===== src/rtl/jtag_dr_sequencer.sv =====
// USER data-register sequencer behind a BSCANE2 TAP: deserialises TDI words into an rx FIFO
// and serialises a {result, valid} word onto TDO during the same DR scan, all in the tck domain.
module jtag_dr_sequencer #(
   parameter int DATA_W     = 8,
   parameter int RESULT_W   = 16,
   parameter int FIFO_DEPTH = 4
) (
   input  logic                tck,
   input  logic                rst_n,
   input  logic                test_logic_reset,
   input  logic                ir_is_user,
   input  logic                capture_dr,
   input  logic                shift_dr,
   input  logic                update_dr,
   input  logic                tdi,
   output logic                tdo,
   output logic [DATA_W-1:0]   rx_data,
   output logic                rx_valid,
   input  logic                rx_ready,
   output logic                frame_end,
   input  logic [RESULT_W-1:0] result_data,
   input  logic                result_valid,
   output logic                overflow,
   output logic                partial
);

   localparam int CNT_W = $clog2(DATA_W);
   localparam int PTR_W = $clog2(FIFO_DEPTH);
   localparam int TX_W  = RESULT_W + 1;
   localparam logic [CNT_W-1:0] CNT_LAST = CNT_W'(DATA_W - 1);

   typedef enum logic [1:0] {
      ST_IDLE   = 2'd0,
      ST_LOADED = 2'd1,
      ST_SHIFT  = 2'd2
   } state_t;

   state_t              state_r, state_s;
   logic [CNT_W-1:0]    bit_cnt_r;
   logic [DATA_W-1:0]   rx_sr_r;
   logic [TX_W-1:0]     tx_sr_r;
   logic                frame_end_r, overflow_r, partial_r;
   logic [DATA_W-1:0]   mem_r [FIFO_DEPTH];
   logic [PTR_W:0]      wr_ptr_r, rd_ptr_r;

   logic                cap_q_s, shift_q_s, upd_q_s;
   logic                load_s, shift_en_s, end_frame_s, push_s, pop_s, push_ok_s;
   logic                empty_s, full_s;
   logic [DATA_W-1:0]   rx_word_s;

   assign cap_q_s   = ir_is_user & capture_dr;
   assign shift_q_s = ir_is_user & shift_dr;
   assign upd_q_s   = ir_is_user & update_dr;
   assign rx_word_s = {tdi, rx_sr_r[DATA_W-1:1]};

   // FSM state register
   always_ff @(posedge tck or negedge rst_n) begin
      if (!rst_n) begin
         state_r <= ST_IDLE;
      end else begin
         state_r <= state_s;
      end
   end

   // Next-state and frame strobes; capture restarts the frame from any state
   always_comb begin
      state_s     = state_r;
      load_s      = 1'b0;
      shift_en_s  = 1'b0;
      end_frame_s = 1'b0;
      if (test_logic_reset) begin
         state_s = ST_IDLE;
      end else if (cap_q_s) begin
         state_s = ST_LOADED;
         load_s  = 1'b1;
      end else begin
         case (state_r)
            ST_IDLE: begin
               state_s = ST_IDLE;
            end
            ST_LOADED, ST_SHIFT: begin
               if (upd_q_s) begin
                  state_s     = ST_IDLE;
                  end_frame_s = 1'b1;
               end else if (shift_q_s) begin
                  state_s    = ST_SHIFT;
                  shift_en_s = 1'b1;
               end else begin
                  state_s = state_r;
               end
            end
            default: begin
               state_s = ST_IDLE;
            end
         endcase
      end
   end

   assign push_s    = shift_en_s & (bit_cnt_r == CNT_LAST);
   assign empty_s   = (wr_ptr_r == rd_ptr_r);
   assign full_s    = (wr_ptr_r[PTR_W] != rd_ptr_r[PTR_W]) &&
                      (wr_ptr_r[PTR_W-1:0] == rd_ptr_r[PTR_W-1:0]);
   assign pop_s     = ~empty_s & rx_ready;
   // A pop in the same cycle frees the slot a push into a full FIFO needs
   assign push_ok_s = push_s & (~full_s | pop_s);

   // Shift registers, bit counter and sticky flags
   always_ff @(posedge tck or negedge rst_n) begin
      if (!rst_n) begin
         bit_cnt_r   <= {CNT_W{1'b0}};
         rx_sr_r     <= {DATA_W{1'b0}};
         tx_sr_r     <= {TX_W{1'b0}};
         frame_end_r <= 1'b0;
         partial_r   <= 1'b0;
         overflow_r  <= 1'b0;
      end else if (test_logic_reset) begin
         bit_cnt_r   <= {CNT_W{1'b0}};
         rx_sr_r     <= {DATA_W{1'b0}};
         tx_sr_r     <= {TX_W{1'b0}};
         frame_end_r <= 1'b0;
         partial_r   <= 1'b0;
         overflow_r  <= 1'b0;
      end else begin
         frame_end_r <= end_frame_s;
         if (push_s && full_s && !pop_s) begin
            overflow_r <= 1'b1;
         end
         if (load_s) begin
            tx_sr_r   <= {result_data, result_valid};
            bit_cnt_r <= {CNT_W{1'b0}};
         end else if (end_frame_s) begin
            bit_cnt_r <= {CNT_W{1'b0}};
            if (bit_cnt_r != {CNT_W{1'b0}}) begin
               partial_r <= 1'b1;
            end
         end else if (shift_en_s) begin
            rx_sr_r   <= rx_word_s;
            tx_sr_r   <= {1'b0, tx_sr_r[TX_W-1:1]};
            bit_cnt_r <= push_s ? {CNT_W{1'b0}} : bit_cnt_r + CNT_W'(1);
         end
      end
   end

   // FIFO pointers; test_logic_reset flushes the queue
   always_ff @(posedge tck or negedge rst_n) begin
      if (!rst_n) begin
         wr_ptr_r <= {(PTR_W+1){1'b0}};
         rd_ptr_r <= {(PTR_W+1){1'b0}};
      end else if (test_logic_reset) begin
         wr_ptr_r <= {(PTR_W+1){1'b0}};
         rd_ptr_r <= {(PTR_W+1){1'b0}};
      end else begin
         if (push_ok_s) begin
            wr_ptr_r <= wr_ptr_r + (PTR_W+1)'(1);
         end
         if (pop_s) begin
            rd_ptr_r <= rd_ptr_r + (PTR_W+1)'(1);
         end
      end
   end

   // FIFO storage; contents are only visible through the registered pointers
   always_ff @(posedge tck) begin
      if (push_ok_s) begin
         mem_r[wr_ptr_r[PTR_W-1:0]] <= rx_word_s;
      end
   end

   assign tdo       = tx_sr_r[0];
   assign rx_valid  = ~empty_s;
   assign rx_data   = empty_s ? {DATA_W{1'b0}} : mem_r[rd_ptr_r[PTR_W-1:0]];
   assign frame_end = frame_end_r;
   assign overflow  = overflow_r;
   assign partial   = partial_r;

endmodule


===== config.mk =====
export PLATFORM = sky130hd
export DESIGN_NAME = jtag_dr_sequencer
export DESIGN_NICKNAME = d
export VERILOG_FILES = /design/src/rtl/jtag_dr_sequencer.sv
export SDC_FILE = /design/constraint.sdc
export NUM_CORES = 1
export LEC_CHECK = 0
export CAP_MARGIN = 10
export CORE_MARGIN = 2
export CORE_UTILIZATION = 55
export CTS_CLUSTER_SIZE = 20
export DETAILED_ROUTE_END_ITERATION = 10
export PLACE_DENSITY = 0.78
export SLEW_MARGIN = 10
export SYNTH_ARGS = -nofsm -noshare
export SYNTH_HDL_FRONTEND = slang
export SYNTH_SLANG_ARGS = --single-unit

===== constraint.sdc =====
create_clock -name tck -period 2.47 [get_ports tck]
set_input_delay 0.494 -clock tck [delete_from_list [all_inputs] [get_ports tck]]
set_output_delay 0.494 -clock tck [all_outputs]
set_load 0.02 [all_outputs]

==> results of run 1 <==
metal layers:
metal | track usage | vias up | wire length (um)
li1 | - | 982 | -
met1 | 0.263 | 909 | 2480
met2 | 0.306 | 54 | 2590
met3 | 0.0622 | 8 | 214
met4 | 0.0780 | 0 | 76
met5 | 0 | - | 0
cells in the mapped netlist, types with 2 or more instances:
cell,instances,area [sq um]
o21ai_0,19,95.1
xor2_1,2,17.5
inv_1,6,22.5
clkbuf_1,6,22.5
nand2b_1,2,12.5
a2bb2oi_1,16,140
xor2_2,2,32.5
and2_1,4,25.0
o2bb2ai_1,2,17.5
nand2_1,39,146
mux2i_1,4,40.0
a21oi_1,9,45.0
nor2b_1,10,62.6
dfrtp_1,38,951
buf_2,2,10.0
nor2_1,7,26.3
edfxtp_1,32,961
buf_6,2,22.5
xnor2_1,2,17.5
ha_1,8,100
mux4_1,3,78.8
mux4_2,5,113
worst min-delay path by stage:
| stage | start | endpoint | depth (start not counted) |
|---|---|---|---|
| 6_report | rst_n | state_r[1] | 1 |
| 4_1_cts | rst_n | tx_sr_r[6] | 1 |
| 5_1_grt | rst_n | state_r[1] | 1 |
| 3_3_place_gp | partial | partial | 2 |
| 2_1_floorplan | rst_n | bit_cnt_r[0] | 0 |
| 3_5_place_dp | partial | partial | 2 |
sequential cells by signal, summed over array words and instances, names as in the netlist:
register and cells:
partial 1, bit_cnt_r 3, tx_sr_r 17, rx_sr_r 7, rd_ptr_r 3, wr_ptr_r 3, mem_r 32, frame_end 1
overflow 1, state_r 2
critical path, cell delays in order, from the launching register on:
cell and delay, ns:
dfrtp_1 0.34, buf_4 0.16, mux4_1 0.53, nor2b_1 0.14, dlygate4sd2_1 0.32
report_power, final:
| part | internal (mW) | leakage (nW) | switching (mW) | total (mW) |
|---|---|---|---|---|
| Combinational | 0.0837 | 0.644 | 0.0709 | 0.155 |
| Sequential | 1.24 | 0.791 | 0.0168 | 1.26 |
| Clock | 0.356 | 0.0821 | 0.393 | 0.749 |
| Total | 1.68 | 1.52 | 0.480 | 2.16 |
cell type report:
type / count / area (sq um) / share of cell area
clock buffers: 11 / 131 / 0.0344
clock inverters: 5 / 26.3 / 0.00689
inverters: 6 / 22.5 / 0.00591
multi-input cells: 154 / 1150 / 0.302
flip-flops and latches: 70 / 1910 / 0.502
well taps: 72 / 90.1 / 0.0236
repair buffers: 53 / 477 / 0.125
what timing repair did:
| item | CTS | global route |
|---|---|---|
| setup endpoints to repair | 9 | 0 |
| gates resized for setup | 10 | 0 |
| buffers inserted | 1 | 0 |
stage by stage:
step / instance area (sq um) / power (mW) / utilization / worst slack, ns / instances
after global routing: 3810 / 2.25 / 0.693 / 0.0338 / 371
final: 3810 / 2.16 / 0.693 / 0.148 / 371
after detailed placement: 3660 / 1.43 / 0.664 / 0.122 / 354
after CTS: 3810 / 2.19 / 0.693 / 0.119 / 371
after global placement: 3660 / 1.43 / 0.664 / 0.133 / 354
after floorplan: 3150 / 1.35 / - / 0.511 / 242
logic make-up (layout without fill, tap and decap cells):
kind of cell	after synthesis	count (layout)	share of synthesized area
AOI/OAI and AO/OA	53	53	0.112
and+or+nand+nor	74	74	0.122
muxes	13	13	0.0781
xor gates and xnor gates	6	6	0.0214
adders and majority gates	8	8	0.0317
DFF	70	70	0.606
buffers and inverters	18	75	0.0282
==> results.toml, run 1 <==
[status]
status = "completed"

[die]
ios = 39
rows = 27
core_area_sq_um = 5510
die_w_um = 79.7
die_area_sq_um = 6360
start_util = 0.573
die_y_um = 79.7

[yosys]
synth-edff-count = 32
avgSynthCellArea_sq_um = 13.0
netlist-cell-type-count = 44
synthFlopType = "dfrtp_1"
synth.cell_area_sq_um = 3150
syn_inst = 242
yosys_warnings = 0
ys_ff_latch = 70
ys_seq_area_frac = 0.606
ys_async_sr_fraction = 0.543
synth_fp_nets = 276

[sta]
tightestPinTransition_ns = 0.851
finalCritPeriodShare = 0.940
rsz0062_at_grt = "false"
setup_tns_ns = 0
fin_worst_skew_ns = 0.00545
period_minus_slack_ns = 2.32
slew_violations = 0
setup_viol = 0
slew_headroom = 0.433
timing.final.hold_violations = 0
hold-worst-slack_ns = 0.259
timing.fmax_mhz = 431

[clock_network]
cts.hold.buffers_added = 0
clkTransAtPathRegs_ns = 0.07
cts_buffer_depth = 2
clock_latency_ns = 0.34
ctsRootBufferMaster = "clkbuf_8"
cts.sinks = 70
h-tree-depth = 3
numCtsBuffers = 9
cts_tree = "yes"

[placement]
hpwl_mm = 3.75
gp_congestion = 0.780
portBuffers = 38

[grt]
grt_pass1_vias = 2090
antenna_found_initial = 0
grt_usage = 0.198
grt_pass1_wl_mm = 9.45
grt_remaining_overflow = 0
grt_max_degree = 39

[detailed_routing]
via_per_inst = 5.26
firstDrtPassIters = 5
initialDrtViolationCount = 98
vias = 1953
wl_per_cell_um = 14.5
drtAntennaViolNets = 0
drc = 0
routed_wl_mm = 5.37

[power]
powerDensity_nw_per_um2 = 566
max-vdd-ir-drop_uv = 364
p_leak_nw = 1.52

[worst_hold_path]
min_path_type = "primary input to async pin"

[final_layout]
layout-drive-gt1-share = 0.144
final_common_cell = "nand2_1"
fin_nets = 328
num_antenna_cells = 0
n_fill_cell = 399
syn_to_final_growth_pct = 20.9
most-common-layout-cells = "39 x nand2_1, 37 x dfrtp_1, 32 x edfxtp_1, 28 x clkdlybuf4s50_1, 19 x o21ai_0"

[setup_path]
r2r-start = "rd_ptr_r[0]"
crit_path_start_kind = "flip-flop"
cp_data_arrival_time_ns = 1.83
path_max_fanout = 6
cp.required_ns = 1.98
endpoint = "rx_data[0]"
reg2reg_slack_ns = 0.62
r2r_cells = 6
cp-startpoint = "rd_ptr_r[0]"
cp-end-kind = "primary output"
timing.rr.end = "mem_r[0][3]"
critPathKind = "flip-flop to primary output"

[run]
maxCapViolations = 0
(Power assumes the default switching activity.)
==> inputs of run 2 (changes only) <==
--- a/config.mk
+++ b/config.mk
@@ -11,7 +11,6 @@
 export CTS_CLUSTER_SIZE = 20
 export DETAILED_ROUTE_END_ITERATION = 10
 export PLACE_DENSITY = 0.78
-export SLEW_MARGIN = 10
 export SYNTH_ARGS = -nofsm -noshare
 export SYNTH_HDL_FRONTEND = slang
 export SYNTH_SLANG_ARGS = --single-unit
==> constraint.sdc (replaced) <==
create_clock -name tck -period 2.47 [get_ports tck]
set_input_delay 0.247 -clock tck [delete_from_list [all_inputs] [get_ports tck]]
set_output_delay 0.247 -clock tck [all_outputs]
set_load 0.02 [all_outputs]
==> run 2 against run 1 <==
Net effect: via count up 1.9%; clock power is 20% higher; sequential share of layout area fell by 0.11 points; clock-buffer cell count decreased by 2; clock skew increased by 0.0025 ns; core utilization is 0.11 points higher; largest power group unchanged.
==> results.toml, run 2 (same netlist as run 1, synthesis figures left out) <==
[power]
intPower_mw = 1.79
p_leak_nw = 1.53
power.switching_mw = 0.519
powerDensity_nw_per_um2 = 603
swShare = 0.225
max-vdd-ir-drop_uv = 551
power_frac_seq = 0.545
combPwrFrac = 0.066
share_clk_of_total_power = 0.390

[clock_network]
ctsRootBufferMaster = "clkbuf_8"
clock_latency_ns = 0.34
numCtsBuffers = 9
clkTransAtPathRegs_ns = 0.08
cts_tree = "yes"
cts.sinks = 70
post_cts_buffers = 0
h-tree-depth = 3
cts_buffer_depth = 2

[die]
start_util = 0.573
rows = 27
ios = 39
core_area_sq_um = 5510
die_area_sq_um = 6360
die_w_um = 79.7
die_y_um = 79.7

[status]
status = "completed"

[worst_hold_path]
min_path_type = "primary input to async pin"

[sta]
slew_headroom = 0.434
fin_worst_skew_ns = 0.00791
setup_viol = 0
timing.final.hold_violations = 0
setup_tns_ns = 0
finalCritPeriodShare = 0.959
slew_violations = 0
hold-worst-slack_ns = 0.00817
period_minus_slack_ns = 2.37
tightestPinTransition_ns = 0.849
rsz0062_at_grt = "false"
timing.fmax_mhz = 422

[placement]
gp_congestion = 0.767
hpwl_mm = 3.87
portBuffers = 38
dp.cells = 348

[final_layout]
most-common-layout-cells = "39 x nand2_1, 38 x dfrtp_1, 33 x clkdlybuf4s50_1, 32 x edfxtp_1, 19 x o21ai_0"
fin_nets = 321
final_common_cell = "nand2_1"
fin_cells = 364
layout-drive-gt1-share = 0.134
num_antenna_cells = 0
largest_register_ffs = 32
syn_to_final_growth_pct = 21.1

[run]
maxCapViolations = 0

[setup_path]
cpPeakStageDelay_ns = 0.56
slowest_stage = "mux4_1"
cp_data_arrival_time_ns = 2.12
crit_path_start_kind = "flip-flop"
critPathKind = "flip-flop to primary output"
path_max_fanout = 11
cp-end-kind = "primary output"
cp.required_ns = 2.22
r2r_cells = 5
crit_chain = "buf_4 > mux4_1 > nor2b_1 > clkdlybuf4s50_1"

[grt]
grt_usage = 0.196
antenna_found_initial = 0
grt_pass1_wl_mm = 9.25
grt_remaining_overflow = 0
grt_max_degree = 39
grt_pass1_vias = 1989

[detailed_routing]
via_per_inst = 5.47
vias = 1991
routed_wl_mm = 5.55
wl_per_cell_um = 15.3
drc = 0
drtAntennaViolNets = 0
initialDrtViolationCount = 93
firstDrtPassIters = 4
==> run 2: cell count changes in the layout (fill, tap and decap cells not counted), sizes merged <==
cell and change:
dlygate4sd2 -9, buf -7, clkdlybuf4s50 +5, dlymetal6s2s +4, clkbuf -2, clkinv -2
clkinvlp +2, bufinv +1, inv +1
==> run 2: stage by stage <==
step / total power, mW / setup WS [ns] / utilization / area [sq um]
6_report: 2.31 / 0.100 / 0.694 / 3820
5_1_grt: 2.40 / 0.00208 / 0.694 / 3820
4_1_cts: 2.33 / 0.0398 / 0.692 / 3810
3_5_place_dp: 1.43 / 0.256 / 0.656 / 3610
3_3_place_gp: 1.43 / 0.290 / 0.656 / 3610
2_1_floorplan: 1.35 / 0.583 / - / 3150
==> run 2: final timing paths <==
check / startpoint / endpoint / slack (ns)
setup / recovery: rd_ptr_r[0] / rx_data[5] / 0.10
hold / removal: rst_n / state_r[1] / 0.008
setup reg to reg: rd_ptr_r[0] / mem_r[0][6] / 0.58
hold reg to reg: wr_ptr_r[2] / wr_ptr_r[2] / 0.50
max in group asynchronous: rst_n / rx_sr_r[6] / 1.92
min in group tck: result_data[1] / tx_sr_r[2] / 0.45
==> run 2: layer usage <==
metal	GRT usage	wire length [um]	up-vias
met3	0.0407	221	6
met5	0	0	-
met4	0.0864	58	0
met1	0.255	2560	968
met2	0.321	2720	44
li1	-	-	973
==> run 2: what timing repair did <==
item	4_1_cts	5_1_grt
setup endpoints to repair	0	4
resized for setup	0	4
hold buffers	0	0
==> run 2: power by group through the flow <==
stage          Combinational [mW]  Sequential, mW  Clock [mW]
2_1_floorplan              0.0756            1.28           0
3_3_place_gp                0.150            1.28           0
3_5_place_dp                0.153            1.28           0
4_1_cts                     0.153            1.25       0.921
5_1_grt                     0.169            1.26       0.975
6_report                    0.151            1.26       0.899
==> run 2: critical path: cells and delay by family (launching register included) <==
family,cells,cell delay [ns]
buf+inv,2,0.76
mux,1,0.56
simple gates,1,0.14
flops,1,0.33
==> run 2: area by class of cell <==
| class | instances | area [sq um] |
|---|---|---|
| inverters | 6 | 22.5 |
| well taps | 72 | 90.1 |
| flip-flops and latches | 70 | 1910 |
| clock inverters | 7 | 72.6 |
| multi-input cells | 154 | 1150 |
| repair buffers | 46 | 445 |
| clock buffers | 9 | 124 |
| fillers | 397 | 1690 |
==> inputs of run 3 (changes only) <==
--- a/config.mk
+++ b/config.mk
@@ -7,10 +7,10 @@
 export LEC_CHECK = 0
 export CAP_MARGIN = 10
 export CORE_MARGIN = 2
-export CORE_UTILIZATION = 55
+export CORE_UTILIZATION = 50
 export CTS_CLUSTER_SIZE = 20
 export DETAILED_ROUTE_END_ITERATION = 10
-export PLACE_DENSITY = 0.78
+export PLACE_DENSITY = 0.75
 export SYNTH_ARGS = -nofsm -noshare
 export SYNTH_HDL_FRONTEND = slang
 export SYNTH_SLANG_ARGS = --single-unit
==> constraint.sdc (replaced) <==
create_clock -name tck -period 2 [get_ports tck]
set_input_delay 0.2 -clock tck [delete_from_list [all_inputs] [get_ports tck]]
set_output_delay 0.2 -clock tck [all_outputs]
set_load 0.02 [all_outputs]
==> run 3 against run 2 <==
Net effect: clock-buffer cell count unchanged; combinational power is 30% higher; routed wire length grew 4.5%; critical path depth up 1; register-to-register slack worse by 0.34 ns; global-route usage fell by 1.1 points; total power up 19%; flip-flop and latch count stayed put; via count grew 4.9%; critical endpoint is now rx_data[6]; largest cell class unchanged; highest routed layer unchanged.
==> results.toml, run 3 (same netlist as run 1, synthesis figures left out) <==
[status]
status = "completed"

[sta]
setup_tns_ns = 0
slew_violations = 0
fin_worst_skew_ns = 0.00831
setup_viol = 0
tightestPinTransition_ns = 0.841
timing.fmax_mhz = 510
postLayoutSetupSlackWorst_ns = 0.0401
timing.final.hold_violations = 0
period_minus_slack_ns = 1.96
finalCritPeriodShare = 0.980
rsz0062_at_grt = "true"
slew_headroom = 0.439
hold-worst-slack_ns = 0.396

[final_layout]
fin_area_sq_um = 3930
fin_nets = 337
num_antenna_cells = 0
largest_register_ffs = 32
syn_to_final_growth_pct = 24.7
utilization = 0.653
final_common_cell = "nand2_1"
layout-drive-gt1-share = 0.208
most-common-layout-cells = "39 x nand2_1, 37 x dfrtp_1, 32 x edfxtp_1, 28 x clkdlybuf4s50_1, 19 x o21ai_0"
fin_cells = 383

[setup_path]
crit_path_start_kind = "flip-flop"
cp.depth = 5
critPathKind = "flip-flop to primary output"
cpPeakStageDelay_ns = 0.49
r2r-start = "wr_ptr_r[1]"
slowest_stage = "mux4_2"
cp.required_ns = 1.80
reg2reg_slack_ns = 0.24
critical_path_buf_inv_count = 3
r2r_cells = 5
cp-end-kind = "primary output"
cp-startpoint = "rd_ptr_r[0]"
path_max_fanout = 11
critical-path-top-delay-family = "multiplexers"
timing.rr.end = "mem_r[2][5]"
endpoint = "rx_data[6]"
crit_chain = "buf_12 > buf_4 > mux4_2 > nor2b_1 > buf_2"
cp_data_arrival_time_ns = 1.76

[die]
ios = 39
die_area_sq_um = 6960
start_util = 0.523
die_w_um = 83.4
rows = 28
core_area_sq_um = 6030
die_y_um = 83.4

[placement]
gp_congestion = 0.809
dp.cells = 362
pre_cts_slack_ns = 0.0409
portBuffers = 38
hpwl_mm = 4.08
place_area_sq_um = 3750

[power]
max-vdd-ir-drop_uv = 463
share_clk_of_total_power = 0.363
power_frac_seq = 0.566
swShare = 0.239
power.switching_mw = 0.655
p_leak_nw = 1.57
totalPowerFinal_mw = 2.74
combPwrFrac = 0.071
powerDensity_nw_per_um2 = 697
intPower_mw = 2.09

[clock_network]
ctsRootBufferMaster = "clkbuf_8"
clkTransAtPathRegs_ns = 0.08
cts.sinks = 70
clock_latency_ns = 0.35
numCtsBuffers = 9
cts_buffer_depth = 2
cts_tree = "yes"
h-tree-depth = 3

[detailed_routing]
routed_wl_mm = 5.81
drc = 0
via_per_inst = 5.45
wl_per_cell_um = 15.2
drtAntennaViolNets = 0
firstDrtPassIters = 4
initialDrtViolationCount = 114
vias = 2089

[grt]
grt_usage = 0.185
grt_max_degree = 39
grt_remaining_overflow = 0
grt_pass1_vias = 2119
grt_pass1_wl_mm = 10.1
antenna_found_initial = 0

[run]
maxCapViolations = 0

[worst_hold_path]
min_path_type = "primary input to flip-flop"
run 3: changes by cell type in the layout (fill, tap and decap cells not counted), moves of 3 or more:
cell             change
clkdlybuf4s50_1      -5
buf_2                +7
buf_4               +10
buf_12               +4
dlymetal6s2s_1       -4
clkbuf_2             +3
run 3: how the worst min path moves through the flow:
stage	start	end	slack, ns	depth (start not counted)
floorplan	rst_n	bit_cnt_r[0]	-0.1	0
global placement	rst_n	partial	0.35	1
detailed placement	rst_n	frame_end	0.36	1
CTS	result_data[6]	tx_sr_r[7]	0.39	3
global route	result_data[5]	tx_sr_r[6]	0.40	3
finish	result_data[6]	tx_sr_r[7]	0.40	3
run 3: layout make-up:
cell class	instances	area (sq um)
fill	469	2090
sequential	70	1910
multi-input combinational	154	1170
timing repair buffer	62	561
clock buffer	9	124
tap	75	93.8
clock inverter	7	48.8
inverter	6	22.5
run 3: power by group through the flow:
stage | logic [mW] | registers [mW] | clock network [mW]
after global routing | 0.217 | 1.55 | 1.08
after CTS | 0.198 | 1.55 | 1.02
final | 0.196 | 1.55 | 0.994
after detailed placement | 0.197 | 1.58 | 0
after global placement | 0.191 | 1.58 | 0
after floorplan | 0.0934 | 1.58 | 0
run 3: routing by layer:
metal | vias to the layer above | part of all wire | track usage
li1 | 1001 | - | -
met1 | 1029 | 0.44 | 0.243
met2 | 52 | 0.51 | 0.302
met3 | 7 | 0.043 | 0.0328
met4 | 0 | 0.012 | 0.0836
met5 | - | 0 | 0
run 3: worst register-to-register path: cells and delay by family (launching register included):
kind / cells / cell delay [ns]
AND/OR/NAND/NOR: 3 / 0.70
flip-flops: 1 / 0.45
XOR/XNOR: 1 / 0.22
buffers and inverters: 1 / 0.14
run 3: what timing repair did:
item,CTS,global route
buffers inserted,0,3
pin swaps,0,1
gates resized for setup,31,6
cloned,1,0
endpoints found under the hold margin,38,0
hold buffers,1,0
setup endpoints to repair,9,8
